$ cat src/rtl/stopwatch_ctrl.sv
// -----------------------------------------------------------------------------
// stopwatch_ctrl
//   Mode and time-keeping controller for the mm:ss stopwatch display path.
//   Owns the STOP / RUN / ADJ state machine and the four BCD time digits.
//   It also produces the per-field blank flags used for adjust-mode blinking.
//
// Parameters
//   MAX_MIN  largest minute value (0..99); minutes wrap (or saturate) above it
//   MAX_SEC  largest second value (0..99); seconds wrap above it
//
// Ports
//   clk        system clock
//   rst        synchronous active-high reset
//   tick_1hz   1-cycle pulse, count enable while RUN
//   tick_adj   1-cycle pulse (2 Hz), step / blink rate while ADJ
//   pause_p    1-cycle pulse, toggles STOP <-> RUN
//   clr_p      1-cycle pulse, clears time to 00:00 (and done)
//   adj        level, high selects adjust mode
//   sel        level, field adjusted in ADJ: 0 = seconds, 1 = minutes
//   min_l/min_r/sec_l/sec_r  BCD digits, bit [4] always 0
//   running    high while in RUN
//   blank_min  display should blank the minutes digits
//   blank_sec  display should blank the seconds digits
//   done       saturation flag (always 0 unless STOPWATCH_SAT_EN)
//
// Build option
//   STOPWATCH_SAT_EN  defined: RUN saturates at MAX_MIN:MAX_SEC, drops to STOP
//                     and raises done. Undefined: time wraps to 00:00 and the
//                     stopwatch keeps running.
// -----------------------------------------------------------------------------
module stopwatch_ctrl #(
  parameter int MAX_MIN = 59,
  parameter int MAX_SEC = 59
) (
  input  logic       clk,
  input  logic       rst,
  input  logic       tick_1hz,
  input  logic       tick_adj,
  input  logic       pause_p,
  input  logic       clr_p,
  input  logic       adj,
  input  logic       sel,
  output logic [4:0] min_l,
  output logic [4:0] min_r,
  output logic [4:0] sec_l,
  output logic [4:0] sec_r,
  output logic       running,
  output logic       blank_min,
  output logic       blank_sec,
  output logic       done
);

  localparam logic [1:0] S_STOP = 2'd0;
  localparam logic [1:0] S_RUN  = 2'd1;
  localparam logic [1:0] S_ADJ  = 2'd2;

  // Field limits split into BCD tens/units so the wrap test is a digit compare.
  localparam logic [3:0] MIN_L_MAX = 4'(MAX_MIN / 10);
  localparam logic [3:0] MIN_R_MAX = 4'(MAX_MIN % 10);
  localparam logic [3:0] SEC_L_MAX = 4'(MAX_SEC / 10);
  localparam logic [3:0] SEC_R_MAX = 4'(MAX_SEC % 10);

  // ---------------------------------------------------------------------------
  // State and datapath registers
  // ---------------------------------------------------------------------------
  logic [1:0] r_state;
  logic [3:0] r_min_l, r_min_r, r_sec_l, r_sec_r;
  logic       r_blink;
  logic       r_blank_min, r_blank_sec;
  logic       r_running;

  logic [1:0] w_state_nxt;
  logic [3:0] w_min_l_nxt, w_min_r_nxt, w_sec_l_nxt, w_sec_r_nxt;
  logic       w_blink_nxt;
  logic       w_blank_min_nxt, w_blank_sec_nxt;

  logic [7:0] w_min_inc, w_sec_inc;
  logic       w_min_max, w_sec_max;
  logic       w_sat_hit;
  logic       w_pause_ok;

  // One BCD step of a two-digit field, wrapping from the field maximum to 00.
  function automatic logic [7:0] bcd_inc(input logic [3:0] l, input logic [3:0] r,
                                         input logic [3:0] ml, input logic [3:0] mr);
    logic [7:0] res;
    if (l == ml && r == mr) res = 8'h00;
    else if (r == 4'd9)     res = {l + 4'd1, 4'd0};
    else                    res = {l, r + 4'd1};
    return res;
  endfunction

  assign w_min_inc = bcd_inc(r_min_l, r_min_r, MIN_L_MAX, MIN_R_MAX);
  assign w_sec_inc = bcd_inc(r_sec_l, r_sec_r, SEC_L_MAX, SEC_R_MAX);
  assign w_min_max = (r_min_l == MIN_L_MAX) && (r_min_r == MIN_R_MAX);
  assign w_sec_max = (r_sec_l == SEC_L_MAX) && (r_sec_r == SEC_R_MAX);

  // ---------------------------------------------------------------------------
  // Optional saturation at the top of the range
  // ---------------------------------------------------------------------------
`ifdef STOPWATCH_SAT_EN
  logic r_done;

  // A counting tick at full scale; clr_p in the same cycle wins.
  assign w_sat_hit  = (r_state == S_RUN) && tick_1hz && !clr_p && w_min_max && w_sec_max;
  // Once saturated the stopwatch stays parked until cleared.
  assign w_pause_ok = pause_p && !r_done;

  always_ff @(posedge clk) begin
    if (rst)            r_done <= 1'b0;
    else if (clr_p)     r_done <= 1'b0;
    else if (w_sat_hit) r_done <= 1'b1;
  end

  assign done = r_done;
`else
  assign w_sat_hit  = 1'b0;
  assign w_pause_ok = pause_p;
  assign done       = 1'b0;
`endif

  // ---------------------------------------------------------------------------
  // Next-state / next-data logic. Priority inside each state: clr_p > adj > pause_p.
  // ---------------------------------------------------------------------------
  always_comb begin
    w_state_nxt     = r_state;
    w_min_l_nxt     = r_min_l;
    w_min_r_nxt     = r_min_r;
    w_sec_l_nxt     = r_sec_l;
    w_sec_r_nxt     = r_sec_r;
    w_blink_nxt     = r_blink;
    w_blank_min_nxt = r_blank_min;
    w_blank_sec_nxt = r_blank_sec;

    if (clr_p) begin
      w_min_l_nxt = 4'd0;
      w_min_r_nxt = 4'd0;
      w_sec_l_nxt = 4'd0;
      w_sec_r_nxt = 4'd0;
    end

    case (r_state)
      S_STOP: begin
        if (clr_p) begin
          w_state_nxt = S_STOP;
        end else if (adj) begin
          w_state_nxt     = S_ADJ;
          w_blink_nxt     = 1'b0;
          w_blank_min_nxt = 1'b0;
          w_blank_sec_nxt = 1'b0;
        end else if (w_pause_ok) begin
          w_state_nxt = S_RUN;
        end
      end

      S_RUN: begin
        if (clr_p) begin
          w_state_nxt = S_STOP;
        end else begin
          // The tick is counted even when the state leaves RUN on this edge.
          if (tick_1hz && !w_sat_hit) begin
            {w_sec_l_nxt, w_sec_r_nxt} = w_sec_inc;
            if (w_sec_max) {w_min_l_nxt, w_min_r_nxt} = w_min_inc;
          end
          if (adj) begin
            w_state_nxt     = S_ADJ;
            w_blink_nxt     = 1'b0;
            w_blank_min_nxt = 1'b0;
            w_blank_sec_nxt = 1'b0;
          end else if (w_sat_hit || pause_p) begin
            w_state_nxt = S_STOP;
          end
        end
      end

      S_ADJ: begin
        if (clr_p) begin
          // Clear keeps the user in adjust mode; blink phase is untouched.
          w_state_nxt = S_ADJ;
        end else if (!adj) begin
          w_state_nxt     = S_STOP;
          w_blink_nxt     = 1'b0;
          w_blank_min_nxt = 1'b0;
          w_blank_sec_nxt = 1'b0;
        end else if (tick_adj) begin
          // No carry between fields while adjusting.
          if (sel) {w_min_l_nxt, w_min_r_nxt} = w_min_inc;
          else     {w_sec_l_nxt, w_sec_r_nxt} = w_sec_inc;
          // sel is only sampled here, so a field switch shows on the next step.
          w_blink_nxt     = !r_blink;
          w_blank_min_nxt = !r_blink && sel;
          w_blank_sec_nxt = !r_blink && !sel;
        end
      end

      default: begin
        w_state_nxt     = S_STOP;
        w_blink_nxt     = 1'b0;
        w_blank_min_nxt = 1'b0;
        w_blank_sec_nxt = 1'b0;
      end
    endcase
  end

  // ---------------------------------------------------------------------------
  // Registers
  // ---------------------------------------------------------------------------
  always_ff @(posedge clk) begin
    if (rst) begin
      r_state     <= S_STOP;
      r_min_l     <= 4'd0;
      r_min_r     <= 4'd0;
      r_sec_l     <= 4'd0;
      r_sec_r     <= 4'd0;
      r_blink     <= 1'b0;
      r_blank_min <= 1'b0;
      r_blank_sec <= 1'b0;
      r_running   <= 1'b0;
    end else begin
      r_state     <= w_state_nxt;
      r_min_l     <= w_min_l_nxt;
      r_min_r     <= w_min_r_nxt;
      r_sec_l     <= w_sec_l_nxt;
      r_sec_r     <= w_sec_r_nxt;
      r_blink     <= w_blink_nxt;
      r_blank_min <= w_blank_min_nxt;
      r_blank_sec <= w_blank_sec_nxt;
      r_running   <= (w_state_nxt == S_RUN);
    end
  end

  assign min_l     = {1'b0, r_min_l};
  assign min_r     = {1'b0, r_min_r};
  assign sec_l     = {1'b0, r_sec_l};
  assign sec_r     = {1'b0, r_sec_r};
  assign running   = r_running;
  assign blank_min = r_blank_min;
  assign blank_sec = r_blank_sec;

endmodule

$ cat config.mk
export PLATFORM = sky130hd
export DESIGN_NAME = stopwatch_ctrl
export DESIGN_NICKNAME = d
export VERILOG_FILES = /design/src/rtl/stopwatch_ctrl.sv
export SDC_FILE = /design/constraint.sdc
export NUM_CORES = 1
export LEC_CHECK = 0
export ABC_AREA = 1
export CAP_MARGIN = 15
export CORE_MARGIN = 5
export CORE_UTILIZATION = 30
export CTS_CLUSTER_SIZE = 8
export DETAILED_ROUTE_END_ITERATION = 10
export MAX_ROUTING_LAYER = met4
export PLACE_DENSITY = 0.49
export SLEW_MARGIN = 20
export SYNTH_ARGS = -nofsm -noshare
export SYNTH_HDL_FRONTEND = slang
export SYNTH_SLANG_ARGS = --single-unit
$ cat constraint.sdc
create_clock -name clk -period 4.2 [get_ports clk]
set_input_delay 0.84 -clock clk [delete_from_list [all_inputs] [get_ports clk]]
set_output_delay 0.84 -clock clk [all_outputs]
set_load 0.005 [all_outputs]
Word-level counts from Yosys, hierarchy flattened
Index checks and enable logic that the tools add are counted.

storage, ports and cells
  flip-flop bits (word level) = 22
  bits of input ports = 8
  output and inout bits = 24
  word-level logic and storage cells = 94

operators by class
  add/subtract/negate cells = 4
  equality and inequality tests = 11
  multiplexer cells = 61
  reduce and logical (&&, ||, !) cells = 9

operators by type and width
  cell                                                                     count
  4-bit 2-to-1 mux                                                         30
  8-bit 2-to-1 mux                                                         4
  4-bit one-hot mux with 2 select lines                                    4
  4-bit by 1-bit adder with 4-bit output, second input constant            4
  2-bit 2-to-1 mux                                                         8
  1-bit 2-to-1 mux                                                         11
  4-bit by 3-bit == test with 1-bit output, second input constant          2
  4-bit == test, second input constant                                     2
  1-bit one-hot mux with 2 select lines                                    3
  2-bit one-hot mux with 3 select lines                                    1
  2-bit by 1-bit == test with 1-bit output, second input constant          2
  1-bit logical AND                                                        4
  2-bit inequality test, second input constant                             2
  4-bit AND reduction                                                      1
  3-bit inequality test, second input constant                             1
  2-bit == test, second input constant                                     1
  1-bit logical NOT                                                        2
  2-bit logical NOT                                                        1
  2-bit by 1-bit inequality test with 1-bit output, second input constant  1
  2-bit OR reduction                                                       1

Depth between registers and ports, before layout
  depth in word-level cells = 8
  depth in mapped cells = 12
  mapped depth without buffers = 12

Worst setup path after synthesis
No wires, ideal clock.

  kind = input port to flip-flop
  start = input port adj
  end = register r_min_l[3]
  setup time = 0.119 ns
  data arrival time = 1.613 ns
  data required time = 4.081 ns
  path slack = 2.467 ns
  stages = 6
  buffers on the path = 1
  cells stage by stage = buf_4 > nand3_1 > a21oi_1 > nand3_1 > o21ai_0 > a21oi_1

on the way
  cells in the longest elaborated chain, start to end = 3

RTL lines
  element                                line  source
  from (decl)                            41    input logic adj,
  4-bit 2-to-1 mux                       179   end else if (!adj) begin
  4-bit 2-to-1 mux                       176   if (clr_p) begin
  4-bit one-hot mux with 2 select lines  141   case (r_state)
  to (signal assigned)                   220   r_min_l <= w_min_l_nxt;
  to (decl)                              67    logic [3:0] r_min_l, r_min_r, r_sec_l, r_sec_r;

Every way passes these cells.
A chain may end at the register's enable or synchronous reset.

Final worst setup path
  start = input port clr_p
  end = register r_blank_min (netlist: blank_min)

on the way
  cells in the longest elaborated chain, start to end = 2
  elaborated cells on any way between the ends = 3
  classes of those cells = 2 x eq/ne; 1 x reduce/logical

RTL lines
  element                                 line  source
  from (decl)                             40    input logic clr_p,
  2-bit inequality test (no source line)  n/a
  4-bit AND reduction (no source line) *  n/a
  to (signal assigned)                    225   r_blank_min <= w_blank_min_nxt;
  to (decl)                               69    logic r_blank_min, r_blank_sec;

Mark *: on every way between the ends. The rest lies on a longest branch, timed or not.

==> results by group <==
Worst setup path
  • Critical Path Start Type: input pin
  • CP arrival: 2.47 ns
  • Setup crit end kind: flip-flop
  • Worst-path maximum fanout: 11
  • Largest stage delay on the critical path: 0.64 ns
  • CP required: 4.34 ns
  • Cells along the critical path: clkdlybuf4s50_1, inv_1, nor2_1, nor3_1, inv_1, nand2_1, a21oi_1
  • Reg2Reg Depth: 7
  • Kind of critical path: in -> reg
  • FF-to-FF setup slack: 2.23 ns
  • Critical Path Start: clr_p
  • Terminus of the critical flop-to-flop path: r_min_l[3]$_SDFF_PP0_
  • R2r startpoint: r_state[1]$_SDFF_PP0_
  • Slowest cell on crit path: clkdlybuf4s50_1
  • Most used cell, CP: inv_1
  • CP endpoint: blank_min$_SDFFE_PP0P_

Logic synthesis
  • Synth Instances: 230
  • Synth warn: 0
  • Top-area cell type share of the netlist area: 0.283
  • Post-synthesis mux area share: 0
  • Simple-Gate Fraction of Synth Area: 0.324
  • Top post-synthesis cells by area: dfxtp_1, nand2_1, ha_1, inv_1, a21oi_1
  • Post-synthesis cell area: 0.00156 sq mm
  • Register area share after synthesis: 0.283
  • Yosys top cell by area: dfxtp_1
  • Synth Area in Compound Gates: 0.177
  • FF+latch count, synth: 22
  • Synth cell types: 34
  • Main combinational cell family by area after synthesis: simple AND/OR/NAND/NOR gates
  • Post-Synth Adder-Cell Area: 0.0965
  • Synth Area in XOR/XNOR: 0
  • Syn_area_per_cell: 6.77 sq um

STA
  • Setup ws final: 1.86 ns
  • Final Setup Violations: 0
  • Setup_tns: 0 ns
  • Final Hold Viols: 0
  • Fin crit share: 0.556
  • Min cycle time layout: 2.34 ns
  • Fmax: 428 MHz
  • RSZ-0062 raised after global routing: no
  • Max-slew violations: 0
  • Final Skew: 0.00804 ns

Power
  • P_int: 0.292 mW
  • Leak pwr: 0.694 nW
  • Net Sw Frac: 0.267
  • Pwr dens: 209 mW/mm^2
  • Net Sw Power: 0.106 mW
  • Worst IR Drop VDD: 0.0768 mV
  • Part of the power in combinational logic: 0.140
  • Clk pwr share: 0.329
  • Seq pwr share: 0.531

Drt
  • Wire per inst: 12.1 microns
  • Vias per Instance: 4.59
  • Total wire length: 3910 microns
  • Via count: 1488
  • Antenna-violating nets left: 0
  • 1st-pass router iterations: 4
  • Initial DRC count: 109
  • # DRC: 0

Clock tree
  • Total CTS buffers: 3
  • CTS tree: built
  • H-tree depth: 1
  • Clk_lat worst skew: 0.26 ns
  • Post-CTS Setup Bufs: 0
  • Clk buf depth: 2
  • Root buf cell: clkbuf_8
  • Resized cells post-CTS: 0
  • Clock Pin Slew Worst Setup and Hold Paths: 0.08 ns
  • CTS Hold Bufs: 0
  • CTS sink cnt: 22

Cells and area
  • P&R area growth vs syn: 22.2%
  • Cell Count, Final, Fillers Out: 324
  • Fin area: 0.00190 sq mm
  • Nets: 276
  • Filler instances: 569
  • N_diodes: 0
  • Share of cells above drive strength 1: 0.0630

Placed design
  • HPWL after DPL: 3050 microns
  • Placer Congestion: 0.823
  • DP Area: 0.00186 sq mm
  • Pre-CTS setup slack: 1.60 ns
  • Placed cells: 321
  • IO buf count: 26

Die
  • Die height: 82.0 microns
  • Die ar.: 0.00673 sq mm
  • I/O Pins: 32
  • Number of cell rows: 26
  • Die W: 82.0 microns
  • Core area: 0.00507 sq mm
  • Initial Utilization: 0.307

Global route
  • GRT Util Overall: 0.125
  • Number of global-route vias before repair: 1373
  • Largest net degree at the start of global routing: 12
  • Overflow after GRT: 0
  • First-pass GRT wire length: 6380 microns
  • Initial antenna violation count: 0

Hold path
  • Tightest Hold Check Type: reg -> reg

Flow run
  • Max Cap Viol: 0

Outcome
  • Outcome: finished, final reports clean
==> flip-flops by register name, indices dropped and copies added (netlist names) <==
signal / cells
blank_sec: 1
r_sec_r: 4
r_min_r: 4
running: 1
r_min_l: 4
r_sec_l: 4
r_state: 2
blank_min: 1
r_blink: 1
==> logic make-up after synthesis <==
group | count (synthesis)
other | 1
flip-flops | 22
adder cells (fa/ha/maj) | 12
buffers and inverters | 42
AO/OA/AOI/OAI | 45
AND/OR/NAND/NOR | 108
==> final cells by class <==
cell class	count	area, sq um	share of cell area
repair buffers	26	260	0.137
flip-flops and latches	22	440	0.232
multi-input cells	170	948	0.499
clock buffers	3	41.3	0.0217
well taps	70	87.6	0.0461
inverters	33	124	0.0651
==> worst max-delay path, delay by kind of cell <==
family          cells  cell delay [ns]
simple gates        3             0.50
buf+inv             3             1.05
compound gates      1             0.06
==> routing by layer <==
layer  GRT usage  vias to the layer above  routed length, microns
met5           -                        -                       0
met4      0.0449                        0                      65
met3      0.0132                        5                      88
met2       0.196                       24                    1790
met1       0.166                      657                    1970
li1            -                      802                       -
==> worst min path at each step <==
stage                     slack, ns                   start                endpoint  depth (start not counted)
after floorplan                0.44    r_blink$_SDFFE_PP0P_    r_blink$_SDFFE_PP0P_                          2
after global placement         0.47    r_blink$_SDFFE_PP0P_    r_blink$_SDFFE_PP0P_                          2
after detailed placement       0.47    r_blink$_SDFFE_PP0P_    r_blink$_SDFFE_PP0P_                          2
after CTS                      0.48    r_blink$_SDFFE_PP0P_    r_blink$_SDFFE_PP0P_                          2
after global routing           0.51    r_blink$_SDFFE_PP0P_    r_blink$_SDFFE_PP0P_                          2
final                          0.47  blank_sec$_SDFFE_PP0P_  blank_sec$_SDFFE_PP0P_                          2
==> power groups by stage <==
stage	Sequential, mW	Combinational, mW	Clock [mW]
floorplan	0.216	0.0401	0
global placement	0.216	0.0559	0
detailed placement	0.216	0.0555	0
CTS	0.211	0.0560	0.138
global route	0.212	0.0624	0.144
finish	0.212	0.0557	0.131
==> stage by stage <==
| stage | util | power (mW) | hold slack, ns |
|---|---|---|---|
| 2_1_floorplan | - | 0.256 | 0.442 |
| 4_1_cts | 0.375 | 0.405 | 0.480 |
| 3_5_place_dp | 0.367 | 0.272 | 0.466 |
| 5_1_grt | 0.375 | 0.418 | 0.510 |
| 3_3_place_gp | 0.367 | 0.272 | 0.470 |
| 6_report | 0.375 | 0.398 | 0.473 |
==> layout by cell type (no fill, tap or decap), drive strengths merged, types with 2 or more instances in the layout <==
| cell type | netlist | routed |
|---|---|---|
| nand2 | 48 | 48 |
| o22ai | 2 | 2 |
| nor2 | 23 | 23 |
| o21ai | 11 | 11 |
| a21oi | 22 | 22 |
| conb | 1 | 5 |
| ha | 12 | 12 |
| nor3 | 7 | 7 |
| clkdlybuf4s50 | 0 | 26 |
| clkbuf | 1 | 3 |
| nand4 | 3 | 3 |
| o211ai | 2 | 2 |
| nand3 | 25 | 25 |
| dfxtp | 22 | 22 |
| inv | 33 | 33 |
==> Yosys cell counts <==
| master | instances |
|---|---|
| nand4_1 | 3 |
| nor2_2 | 2 |
| a31oi_1 | 1 |
| o21ai_1 | 1 |
| o21ai_0 | 10 |
| nand3b_1 | 1 |
| inv_2 | 3 |
| a21boi_0 | 1 |
| nand2_2 | 1 |
| nand2b_1 | 1 |
| conb_1 | 1 |
| buf_2 | 2 |
| nand3_1 | 22 |
| clkbuf_1 | 1 |
| a211o_1 | 1 |
| ha_1 | 12 |
| inv_1 | 30 |
| a21oi_1 | 22 |
| o2111ai_1 | 1 |
| nor3_1 | 7 |
| a211oi_1 | 1 |
| dfxtp_1 | 22 |
| o32ai_1 | 1 |
| a22oi_1 | 1 |
| o211ai_1 | 2 |
| o22ai_4 | 1 |
| nor2_1 | 19 |
| nand2_1 | 47 |
| nand3_4 | 1 |
| o22ai_2 | 1 |
| o31ai_1 | 1 |
| nor2_4 | 2 |
| nand3_2 | 2 |
| buf_4 | 6 |
Power figures use the tool's default switching activity.
